## config.mk

```make
export PLATFORM = sky130hd
export DESIGN_NAME = mips_io_port
export DESIGN_NICKNAME = d
export VERILOG_FILES = /design/src/rtl/mips_io_pkg.sv /design/src/rtl/io_port_fifo.sv /design/src/rtl/mips_io_port.sv
export SDC_FILE = /design/constraint.sdc
export NUM_CORES = 1
export LEC_CHECK = 0
export BUFFER_PORTS_ARGS = -buffer_cell sky130_fd_sc_hd__buf_2
export CORE_MARGIN = 1.5
export CORE_UTILIZATION = 60
export CTS_CLUSTER_DIAMETER = 100
export CTS_CLUSTER_SIZE = 30
export DETAILED_ROUTE_END_ITERATION = 7
export PLACE_DENSITY_LB_ADDON = 0.15
export SYNTH_ARGS = -nofsm -noshare
export SYNTH_HDL_FRONTEND = slang
export SYNTH_SLANG_ARGS = --single-unit
export TNS_END_PERCENT = 5
```

## constraint.sdc

```tcl
create_clock -name clk -period 5.51 [get_ports clk]
set_input_delay 0.8265 -clock clk [delete_from_list [all_inputs] [get_ports clk]]
set_output_delay 0.8265 -clock clk [all_outputs]
set_load 0.1 [all_outputs]
```

## src/rtl/mips_io_pkg.sv

```systemverilog
// Shared register-map constants and the STATUS word layout for the MIPS port-bus I/O responder.
package mips_io_pkg;

  localparam int IO_DATA_OUT = 0;
  localparam int IO_STATUS   = 1;
  localparam int IO_IN       = 2;
  localparam int IO_CTRL     = 3;

  localparam int STATUS_EMPTY_BIT      = 0;
  localparam int STATUS_FULL_BIT       = 1;
  localparam int STATUS_IN_CHANGED_BIT = 2;
  localparam int STATUS_OVERFLOW_BIT   = 3;
  localparam int STATUS_COUNT_LSB      = 8;

  typedef struct packed {
    logic [7:0] count;
    logic [3:0] rsvd;
    logic       overflow;
    logic       in_changed;
    logic       full;
    logic       empty;
  } io_status_t;

endpackage

```

## src/rtl/io_port_fifo.sv

```systemverilog
// Show-ahead synchronous FIFO for the output path; dout reads 0 while empty.
// A push while full is accepted only when a pop frees the slot in the same cycle.
module io_port_fifo #(
  parameter int DATA_WIDTH = 32,
  parameter int DEPTH      = 4
) (
  input  logic                         clk,
  input  logic                         rst,
  input  logic                         push,
  input  logic                         pop,
  input  logic [DATA_WIDTH-1:0]        din,
  output logic [DATA_WIDTH-1:0]        dout,
  output logic [$clog2(DEPTH):0]       count,
  output logic                         full,
  output logic                         empty
);

  localparam int AW = $clog2(DEPTH);

  logic [DATA_WIDTH-1:0] mem [DEPTH];
  logic [AW-1:0]         wr_ptr_reg;
  logic [AW-1:0]         rd_ptr_reg;
  logic [AW:0]           count_reg;
  logic                  do_push;
  logic                  do_pop;

  assign empty   = (count_reg == '0);
  assign full    = (count_reg == (AW+1)'(DEPTH));
  assign count   = count_reg;
  assign do_pop  = pop & ~empty;
  assign do_push = push & (~full | do_pop);
  assign dout    = empty ? '0 : mem[rd_ptr_reg];

  always_ff @(posedge clk) begin
    if (do_push) begin
      mem[wr_ptr_reg] <= din;
    end
  end

  // Pointers are AW bits wide, so they wrap modulo DEPTH on their own.
  always_ff @(posedge clk or negedge rst) begin
    if (!rst) begin
      wr_ptr_reg <= '0;
      rd_ptr_reg <= '0;
      count_reg  <= '0;
    end else begin
      if (do_push) wr_ptr_reg <= wr_ptr_reg + AW'(1);
      if (do_pop)  rd_ptr_reg <= rd_ptr_reg + AW'(1);
      case ({do_push, do_pop})
        2'b10:   count_reg <= count_reg + (AW+1)'(1);
        2'b01:   count_reg <= count_reg - (AW+1)'(1);
        default: count_reg <= count_reg;
      endcase
    end
  end

endmodule

```

## src/rtl/mips_io_port.sv

```systemverilog
// Memory-mapped I/O port: buffered store path to a valid/ready consumer, synchronised input pins for loads.
// Optional irq output and CTRL register are built when MIPS_IO_PORT_IRQ_EN is defined.
module mips_io_port
  import mips_io_pkg::*;
#(
  parameter int DATA_WIDTH = 32,
  parameter int IN_WIDTH   = 8,
  parameter int FIFO_DEPTH = 4,
  parameter int ADDR_WIDTH = 4
) (
  input  logic                  clk,
  input  logic                  rst,
  input  logic [ADDR_WIDTH-1:0] proc_addr,
  input  logic                  proc_wr_en,
  input  logic [DATA_WIDTH-1:0] proc_wdata,
  input  logic                  proc_rd_en,
  output logic [DATA_WIDTH-1:0] proc_rdata,
  input  logic [IN_WIDTH-1:0]   ext_in,
  output logic [DATA_WIDTH-1:0] out_data,
  output logic                  out_valid,
  input  logic                  out_ready
`ifdef MIPS_IO_PORT_IRQ_EN
  ,
  output logic                  irq
`endif
);

  localparam int CW = $clog2(FIFO_DEPTH) + 1;

  logic [CW-1:0]       fifo_count;
  logic                fifo_full;
  logic                fifo_empty;
  logic                fifo_push;
  logic                fifo_pop;

  logic [IN_WIDTH-1:0] sync1_reg;
  logic [IN_WIDTH-1:0] in_sync_reg;
  logic [IN_WIDTH-1:0] in_prev_reg;
  logic                overflow_reg;
  logic                overflow_next;
  logic                in_changed_reg;
  logic                in_changed_next;

  logic                sel_data_out;
  logic                sel_status;
  logic                sel_in;
  logic                change_set;
  logic                overflow_set;
  logic                overflow_clear;
  logic                in_clear;
  io_status_t          status;

  assign sel_data_out = (proc_addr == ADDR_WIDTH'(IO_DATA_OUT));
  assign sel_status   = (proc_addr == ADDR_WIDTH'(IO_STATUS));
  assign sel_in       = (proc_addr == ADDR_WIDTH'(IO_IN));

  assign fifo_push = proc_wr_en & sel_data_out;
  assign fifo_pop  = ~fifo_empty & out_ready;
  assign out_valid = ~fifo_empty;

  io_port_fifo #(
    .DATA_WIDTH (DATA_WIDTH),
    .DEPTH      (FIFO_DEPTH)
  ) u_fifo (
    .clk   (clk),
    .rst   (rst),
    .push  (fifo_push),
    .pop   (fifo_pop),
    .din   (proc_wdata),
    .dout  (out_data),
    .count (fifo_count),
    .full  (fifo_full),
    .empty (fifo_empty)
  );

  always_ff @(posedge clk or negedge rst) begin
    if (!rst) begin
      sync1_reg   <= '0;
      in_sync_reg <= '0;
      in_prev_reg <= '0;
    end else begin
      sync1_reg   <= ext_in;
      in_sync_reg <= sync1_reg;
      in_prev_reg <= in_sync_reg;
    end
  end

  // Sticky flags: a fresh set always beats a clear arriving in the same cycle.
  assign change_set     = (in_sync_reg != in_prev_reg);
  assign in_clear       = proc_rd_en & sel_in;
  assign overflow_set   = fifo_push & fifo_full & ~fifo_pop;
  assign overflow_clear = proc_wr_en & sel_status & proc_wdata[STATUS_OVERFLOW_BIT];

  always_comb begin
    overflow_next   = overflow_reg;
    in_changed_next = in_changed_reg;
    if (overflow_clear) overflow_next = 1'b0;
    if (overflow_set)   overflow_next = 1'b1;
    if (in_clear)       in_changed_next = 1'b0;
    if (change_set)     in_changed_next = 1'b1;
  end

  always_ff @(posedge clk or negedge rst) begin
    if (!rst) begin
      overflow_reg   <= 1'b0;
      in_changed_reg <= 1'b0;
    end else begin
      overflow_reg   <= overflow_next;
      in_changed_reg <= in_changed_next;
    end
  end

`ifdef MIPS_IO_PORT_IRQ_EN
  logic sel_ctrl;
  logic irq_en_reg;

  assign sel_ctrl = (proc_addr == ADDR_WIDTH'(IO_CTRL));
  assign irq      = irq_en_reg & in_changed_reg;

  always_ff @(posedge clk or negedge rst) begin
    if (!rst) begin
      irq_en_reg <= 1'b0;
    end else if (proc_wr_en && sel_ctrl) begin
      irq_en_reg <= proc_wdata[0];
    end
  end
`endif

  always_comb begin
    status            = '0;
    status.count      = 8'(fifo_count);
    status.overflow   = overflow_reg;
    status.in_changed = in_changed_reg;
    status.full       = fifo_full;
    status.empty      = fifo_empty;
  end

  always_comb begin
    proc_rdata = '0;
    if (proc_rd_en) begin
      if (sel_status) begin
        proc_rdata = DATA_WIDTH'(status);
      end else if (sel_in) begin
        proc_rdata = DATA_WIDTH'(in_sync_reg);
      end
`ifdef MIPS_IO_PORT_IRQ_EN
      else if (sel_ctrl) begin
        proc_rdata = DATA_WIDTH'(irq_en_reg);
      end
`endif
    end
  end

endmodule

```

After elaboration in Yosys (flattened, before gate mapping). Memories as Yosys holds them, arrays and structs flattened. Cells that the tools add are included.

Bits in registers: 33. Bits in writable memories: 128. Bits of input ports: 49. Logic and storage cells: 48. Memories: 1.

$add $sub $neg: 4. Eq/ne operators: 6. Multiplexer cells: 11. Bitwise logic cells: 13. Reduce and logical (&&, ||, !) cells: 5.

Memory list: u_fifo.mem (depth 4, width 32, rd ports 1, clocked after Yosys merged registers in 0, wr ports 1, line io_port_fifo.sv:20) `logic [DATA_WIDTH-1:0] mem [DEPTH];`.

Operator list (number): two-way mux 32 bit (2); two-way mux 11 bit (1); AND 1 bit (9); two-way mux 8 bit (1); inequality test 8 bit (1); two-way mux 1 bit (6); one-hot mux 3 bit (2 select lines) (1); nonzero test 2 bit (3); adder 2 x 1 -> 2 bit (second input constant) (2); equality test 4 x 1 -> 1 bit (second input constant) (1); equality test 4 x 2 -> 1 bit (second input constant) (1); zero test 4 bit (1); adder 3 x 1 -> 3 bit (second input constant) (1); equality test 3 bit (second input constant) (1); zero test 3 bit (1); NOT 1 bit (3); subtractor 3 x 1 -> 3 bit (second input constant) (1); equality test 2 x 1 -> 1 bit (second input constant) (1); equality test 2 bit (second input constant) (1); OR 1 bit (1).

Longest topological paths before layout. Gate-level depths: netlist of run 1.

Depth in word-level cells: 8. Mapped depth: 9.

By module. From an unflattened synthesis of run 1, not the netlist that was laid out.

Cell total of the unflattened synthesis: 342. Area, all modules: 6448.7 um2.

Modules (own cells, without submodules): io_port_fifo (instances 1, cells an instance 258, area an instance 5353.9 um2, sequential area each 4018.9 um2); mips_io_port (instances 1, cells an instance 84, area an instance 1094.8 um2, sequential area each 650.6 um2).

Least setup slack after synthesis of run 1. Ideal clock, no wire load.

Path type: in2out. Start: input proc_addr[3]. End: output proc_rdata[0]. Data arrival time: 2.650 ns. Required time: 4.683 ns. Setup slack: 2.034 ns. Cell stages on the path: 2. Buffers on the path: 0. Path through: or3b_2 > nor2_1.

Word-level cells in the longest chain between the ends: 4. Elaborated cells on any way between the ends: 5. Classes of those cells: 2 x eq/ne; 3 x mux.

Ends and longest elaborated chain: start: declaration (line mips_io_port.sv:13) `input logic [ADDR_WIDTH-1:0] proc_addr,`; equality test 4 x 2 -> 1 bit (line mips_io_port.sv:55) `assign sel_in = (proc_addr == ADDR_WIDTH'(IO_IN));`; two-way mux 8 bit (line mips_io_port.sv:143) `end else if (sel_in) begin`; two-way mux 11 bit * (line mips_io_port.sv:141) `if (sel_status) begin`; two-way mux 32 bit * (line mips_io_port.sv:140) `if (proc_rd_en) begin`; end: declaration (line mips_io_port.sv:17) `output logic [DATA_WIDTH-1:0] proc_rdata,`.

Mark *: on every way between the ends. The rest lies on a longest branch, timed or not.

Worst setup path after layout of run 1.
Start: register u_fifo.rd_ptr_reg[0]. End: output out_data[24].

Word-level cells in the longest chain between the ends: 2.

Ends and longest elaborated chain: start: declaration (line io_port_fifo.sv:22) `logic [AW-1:0] rd_ptr_reg;`; start signal: assignment (line io_port_fifo.sv:48) `if (do_pop) rd_ptr_reg <= rd_ptr_reg + AW'(1);`; memory read (4 x 32 bit); two-way mux 32 bit (line io_port_fifo.sv:32) `assign dout = empty ? '0 : mem[rd_ptr_reg];`; end: declaration (line mips_io_port.sv:19) `output logic [DATA_WIDTH-1:0] out_data,`.

No other way between the ends.

==> results of run 1 <==
==> cells in the final DEF, fill, tap and decap left out, drive strengths merged, types with 2 or more instances in the layout <==
| cell type | n |
|---|---|
| a22o | 2 |
| and2 | 44 |
| buf | 93 |
| bufinv | 4 |
| clkbuf | 19 |
| clkinv | 7 |
| conb | 21 |
| dfrtp | 33 |
| edfxtp | 128 |
| ha | 5 |
| inv | 8 |
| mux4 | 32 |
| nor2 | 4 |
| nor2b | 3 |
| nor4 | 2 |
| nor4b | 2 |
| xnor2 | 3 |
| xor2 | 11 |
==> metrics by stage <==
stage               hold slack [ps]  setup WS, ps
floorplan                       331          2030
global placement                333          2360
detailed placement              336          2330
CTS                             350          1880
global route                    353          1760
finish                          348          1970
==> logic make-up after synthesis <==
group                      after synthesis  synth area share (%)
DFF                                    161                  73.4
buffers and inverters                   40                  4.13
xor gates and xnor gates                14                  1.93
and+or+nand+nor                         61                  6.63
adders and majority gates                6                  1.30
other                                    1                0.0589
muxes                                   34                  11.7
AOI/OAI and AO/OA                        7                 0.865
==> layout make-up <==
type	instances	area [sq um]
multi-input cells	143	1510
clock buffers	19	422
clock inverters	12	166
repair buffers	93	468
fillers	650	2890
well taps	136	170
inverters	8	30.0
flip-flops and latches	161	4670
==> cell usage after synthesis <==
library cell	n
sky130_fd_sc_hd__nor4_1	2
sky130_fd_sc_hd__inv_1	8
sky130_fd_sc_hd__conb_1	1
sky130_fd_sc_hd__and2_2	2
sky130_fd_sc_hd__a22oi_1	1
sky130_fd_sc_hd__nor3_1	1
sky130_fd_sc_hd__clkbuf_1	4
sky130_fd_sc_hd__nor4b_4	1
sky130_fd_sc_hd__nor4b_2	1
sky130_fd_sc_hd__o2bb2ai_1	1
sky130_fd_sc_hd__nor3b_4	1
sky130_fd_sc_hd__fa_1	1
sky130_fd_sc_hd__and2_1	42
sky130_fd_sc_hd__xnor2_1	3
sky130_fd_sc_hd__a32oi_1	1
sky130_fd_sc_hd__buf_6	4
sky130_fd_sc_hd__edfxtp_1	128
sky130_fd_sc_hd__a22o_1	2
sky130_fd_sc_hd__mux2_4	1
sky130_fd_sc_hd__mux2i_1	1
sky130_fd_sc_hd__nor2_1	4
sky130_fd_sc_hd__o211ai_1	1
sky130_fd_sc_hd__xor2_1	11
sky130_fd_sc_hd__mux4_2	32
sky130_fd_sc_hd__and2b_1	1
sky130_fd_sc_hd__ha_1	5
sky130_fd_sc_hd__nor2b_2	1
sky130_fd_sc_hd__buf_4	21
sky130_fd_sc_hd__buf_2	3
sky130_fd_sc_hd__nand2_1	1
sky130_fd_sc_hd__or3b_2	1
sky130_fd_sc_hd__dfrtp_1	33
sky130_fd_sc_hd__a21oi_1	1
sky130_fd_sc_hd__nand3_1	1
sky130_fd_sc_hd__nor2b_4	1
sky130_fd_sc_hd__nor2b_1	1
==> routing by layer <==
| metal | share of wire (%) | GRT usage (%) | vias to the layer above | wire (um) |
|---|---|---|---|---|
| met5 | 0 | 0 | - | 0 |
| li1 | - | - | 1384 | - |
| met1 | 42 | 25.3 | 1532 | 4240 |
| met2 | 52 | 33.6 | 101 | 5280 |
| met3 | 4.5 | 4.41 | 15 | 463 |
| met4 | 2.1 | 9.56 | 0 | 212 |
==> worst max path at each step <==
| stage | endpoint | slack, ps | cells after the start |
|---|---|---|---|
| after floorplan | proc_rdata[0] | 2030 | 2 |
| after global placement | proc_rdata[3] | 2360 | 5 |
| after detailed placement | proc_rdata[3] | 2330 | 5 |
| after CTS | out_data[24] | 1880 | 4 |
| after global routing | out_data[27] | 1760 | 4 |
| final | out_data[24] | 1970 | 4 |
==> worst reg2reg max path: cells and delay by family (launching register included) <==
kind / cells / cell delay (ps)
xor+xnor: 2 / 310
flops: 1 / 460
fa+ha+maj: 2 / 580
buf+inv: 2 / 810
simple gates: 3 / 500
==> impl_metrics.yaml, run 1 <==
route:
  drt-vias-per-instance: 5.30
  ant_nets: 0
  drc_violation_count_after_routing: 0
  dr.pass1.iters: 4
  overall_routed_net_length_mm: 10.2
  drt-wirelength-per-cell_um: 17.8
  routed-via-count: 3032
  drt_first_iter_violations: 112
die:
  die_x_um: 106
  core_area_sq_mm: 0.0103
  i_o_pins: 114
  die_height_um: 106
  placementRows: 37
  initial_util_pct: 61.6
  dieArea_sq_mm: 0.0112
critical_path:
  max_stage_delay_ps: 700
  arrival_ps: 2710
  critical_path_cell_by_cell: "buf_4 -> mux4_2 -> and2_1 -> buf_2"
  timing.critical_path.fanout_max: 19
  rr_worst_depth: 9
  critical_path.endpoint_type: "output pin"
  rr_startpoint: "u_fifo.count[0]"
  criticalPathCategory: "reg2out"
  crit_path_start: "u_fifo.rd_ptr_reg[0]"
  path_buf_inv: 2
  setup.worst_path.start_class: "register"
  rr_endpoint: "u_fifo.count[2]"
  required_ps: 4680
  timing.critical_path.slowest_stage_cell: "sky130_fd_sc_hd__dfrtp_2"
  r2r_slack_ps: 2770
  crit_family: "buffers and inverters"
timing:
  worst_pin_slew_ps: 1030
  achievable-frequency_mhz: 282
  period_utilization_pct: 64.2
  timing.final.max_slew_violations: 0
  totalNegativeSetupSlack_ps: 0
  finalClockSkew_ps: 5.90
  grt_setup_unrepaired: "false"
  final-setup-viol-count: 0
  slew_headroom_pct: 31.3
  timing.final.hold_violations: 0
  period_needed_ps: 3540
clocking:
  clkLatencyLatePin_ps: 520
  cts-hold-fix-buffers: 0
  cts_setup_buffers: 0
  ctsRootBufferMaster: "sky130_fd_sc_hd__clkbuf_8"
  cts.sink_count: 161
  cts-htree-levels: 4
  cts_made_buffers: 17
  cts_buffer_depth: 2
  clk_pin_slew_worst_paths_ps: 60
  postCtsResizedCells: 0
  tritoncts_clock_tree: "done"
finish:
  num-nets-final: 479
  regMostFlops: "u_fifo.mem"
  syn_to_final_growth_pct: 16.9
  utilization_pct: 72.0
  largest_reg_flops: 128
  drive_above_1_share_pct: 37.6
  finish.instance_area_sq_mm: 0.00744
  antennaDiodeCount: 0
  instances_no_fill: 572
yosys:
  synth.ff_latch_count: 161
  synth.top_cells.by_area: "sky130_fd_sc_hd__edfxtp_1 (60%), sky130_fd_sc_hd__dfrtp_1 (13%), sky130_fd_sc_hd__mux4_2 (11%), sky130_fd_sc_hd__and2_1 (4.1%), sky130_fd_sc_hd__buf_4 (2.5%)"
  netlist-cell-type-count: 36
  synth_top_area_cell: "sky130_fd_sc_hd__edfxtp_1"
  ys_seq_area_share_pct: 73.4
  avgSynthCellArea_sq_um: 19.6
  synth_cells: 324
  cell_area_after_synthesis_sq_mm: 0.00636
  ys.warnings.count: 0
  synth_top_area_share_pct: 60.4
grt:
  grt_antenna_before_repair: 0
  grt_start_max_net_pins: 36
  number_of_global_route_vias_before_repair: 3118
  grt_first_pass_wirelength_mm: 16.2
  globalRouteTotalUtil_pct: 20.1
  grt_overflow_total: 0
placement:
  detailedPlacementHpwl_mm: 5.91
  finalWeightedCongestion: 0.707
  placedInstanceArea_sq_mm: 0.00685
  port-buffer-count: 92
  place.detailed.instances: 541
outcome:
  outcome: "complete, no violations"
min_path:
  hold_path_class: "in2async"
flow_run:
  timing.max_cap.violations: 0
Power of run 1 is not shown: default switching activity piles up to over one toggle a cycle in this logic, so the estimate is an artifact.
==> inputs of run 2 (changes only) <==
CORE_UTILIZATION = 55   (was 60)
clock period = 3.4 ns   (was 5.51 ns; I/O delays follow)
==> impl_metrics.yaml, run 2 (same netlist as run 1, synthesis figures left out) <==
outcome:
  outcome: "complete, no violations"
timing:
  totalNegativeSetupSlack_ps: 0
  period_utilization_pct: 85.8
  worst_pin_slew_ps: 713
  grt_setup_unrepaired: "false"
  timing.final.max_slew_violations: 0
  period_needed_ps: 2920
  final-setup-viol-count: 0
  slew_headroom_pct: 52.5
  timing.final.hold_violations: 0
  hold-worst-slack_ps: 148
  post-route-worst-setup-slack_ps: 483
  achievable-frequency_mhz: 343
  finalClockSkew_ps: 6.82
finish:
  regMostFlops: "u_fifo.mem"
  layout_commonest_cell: "sky130_fd_sc_hd__edfxtp_1"
  mostFrequentLayoutCells: "sky130_fd_sc_hd__edfxtp_1 (128), sky130_fd_sc_hd__buf_2 (92), sky130_fd_sc_hd__and2_1 (40)"
  syn_to_final_growth_pct: 18.9
  largest_reg_flops: 128
  num-nets-final: 486
  drive_above_1_share_pct: 39.9
  n_fill_cell: 785
  antennaDiodeCount: 0
grt:
  grt_start_max_net_pins: 34
  number_of_global_route_vias_before_repair: 3206
  grt_overflow_total: 0
  globalRouteTotalUtil_pct: 18.5
  grt_first_pass_wirelength_mm: 16.8
  grt_antenna_before_repair: 1
critical_path:
  r2r_slack_ps: 970
  rr_startpoint: "u_fifo.count[0]"
  rr_endpoint: "u_fifo.count[2]"
  rr_worst_depth: 9
  arrival_ps: 2410
  setup.worst_path.start_class: "register"
  timing.critical_path.fanout_max: 19
  required_ps: 2890
  criticalPathCategory: "reg2out"
  critical_path.endpoint_type: "output pin"
route:
  drc_violation_count_after_routing: 0
  routed-via-count: 3083
  ant_nets: 0
  drt-wirelength-per-cell_um: 17.8
  route.top_layer_used: "met5"
  met2_length_mm: 5.23
  drt_first_iter_violations: 161
  overall_routed_net_length_mm: 10.4
  met1_length_mm: 4.49
  drt-vias-per-instance: 5.25
  dr.pass1.iters: 4
  wl_met3_um: 548
clocking:
  cts.sink_count: 161
  cts_setup_buffers: 0
  cts-hold-fix-buffers: 0
  clk_pin_slew_worst_paths_ps: 60
  postCtsResizedCells: 0
  cts_made_buffers: 17
  cts-htree-levels: 4
  clkLatencyLatePin_ps: 410
  cts_buffer_depth: 2
  ctsRootBufferMaster: "sky130_fd_sc_hd__clkbuf_16"
  tritoncts_clock_tree: "done"
die:
  dieArea_sq_mm: 0.0122
  placementRows: 39
  i_o_pins: 114
  die_x_um: 111
  core_area_sq_mm: 0.0114
  initial_util_pct: 56.0
  die_height_um: 111
placement:
  finalWeightedCongestion: 0.718
  port-buffer-count: 92
  setup_ws_pre_cts_ps: 856
  detailedPlacementHpwl_mm: 6.51
flow_run:
  timing.max_cap.violations: 0
min_path:
  hold_path_class: "in2async"
[run 2: cell count changes in the layout (fill, tap and decap cells not counted), sizes merged]
cell      change
clkinv        -3
buf           +7
clkbuf        -2
inv           +3
clkinvlp      +3
[run 2: worst max-delay path by stage]
stage	start	end	depth (start not counted)
2_1_floorplan	u_fifo.count[0]	out_data[10]	4
3_3_place_gp	u_fifo.count[0]	out_data[3]	5
3_5_place_dp	u_fifo.count[0]	out_data[3]	5
4_1_cts	u_fifo.count[0]	out_data[3]	5
5_1_grt	u_fifo.rd_ptr_reg[0]	out_data[21]	4
6_report	u_fifo.rd_ptr_reg[0]	out_data[25]	4
[run 2: worst max-delay path: stages (launching register included)]
cell and delay [ps]:
sky130_fd_sc_hd__dfrtp_2 730, sky130_fd_sc_hd__buf_12 270, sky130_fd_sc_hd__mux4_2 500, sky130_fd_sc_hd__and2_1 180
sky130_fd_sc_hd__buf_2 290
[run 2: area by class of cell]
| cell class | count | area (sq um) | share of cell area (%) |
|---|---|---|---|
| clock buffers | 17 | 425 | 5.62 |
| clock inverters | 15 | 208 | 2.74 |
| inverters | 8 | 30.0 | 0.397 |
| multi-input cells | 143 | 1510 | 19.9 |
| flip-flops and latches | 161 | 4670 | 61.7 |
| well taps | 143 | 179 | 2.36 |
| repair buffers | 100 | 546 | 7.21 |
[run 2: layer usage]
metal | global-route usage (%) | vias to the layer above
met2 | 29.8 | 105
li1 | - | 1403
met3 | 4.61 | 15
met4 | 7.18 | 2
met1 | 24.4 | 1558
met5 | 0 | -
[run 2: per-stage QoR]
stage          instances  instance area (sq um)  util, %
3_3_place_gp         555                   6940     61.0
4_1_cts              587                   7570     66.6
2_1_floorplan        344                   6440        -
6_report             587                   7570     66.6
5_1_grt              587                   7570     66.6
3_5_place_dp         555                   6940     61.0
Power of run 2 is left out for the same reason.
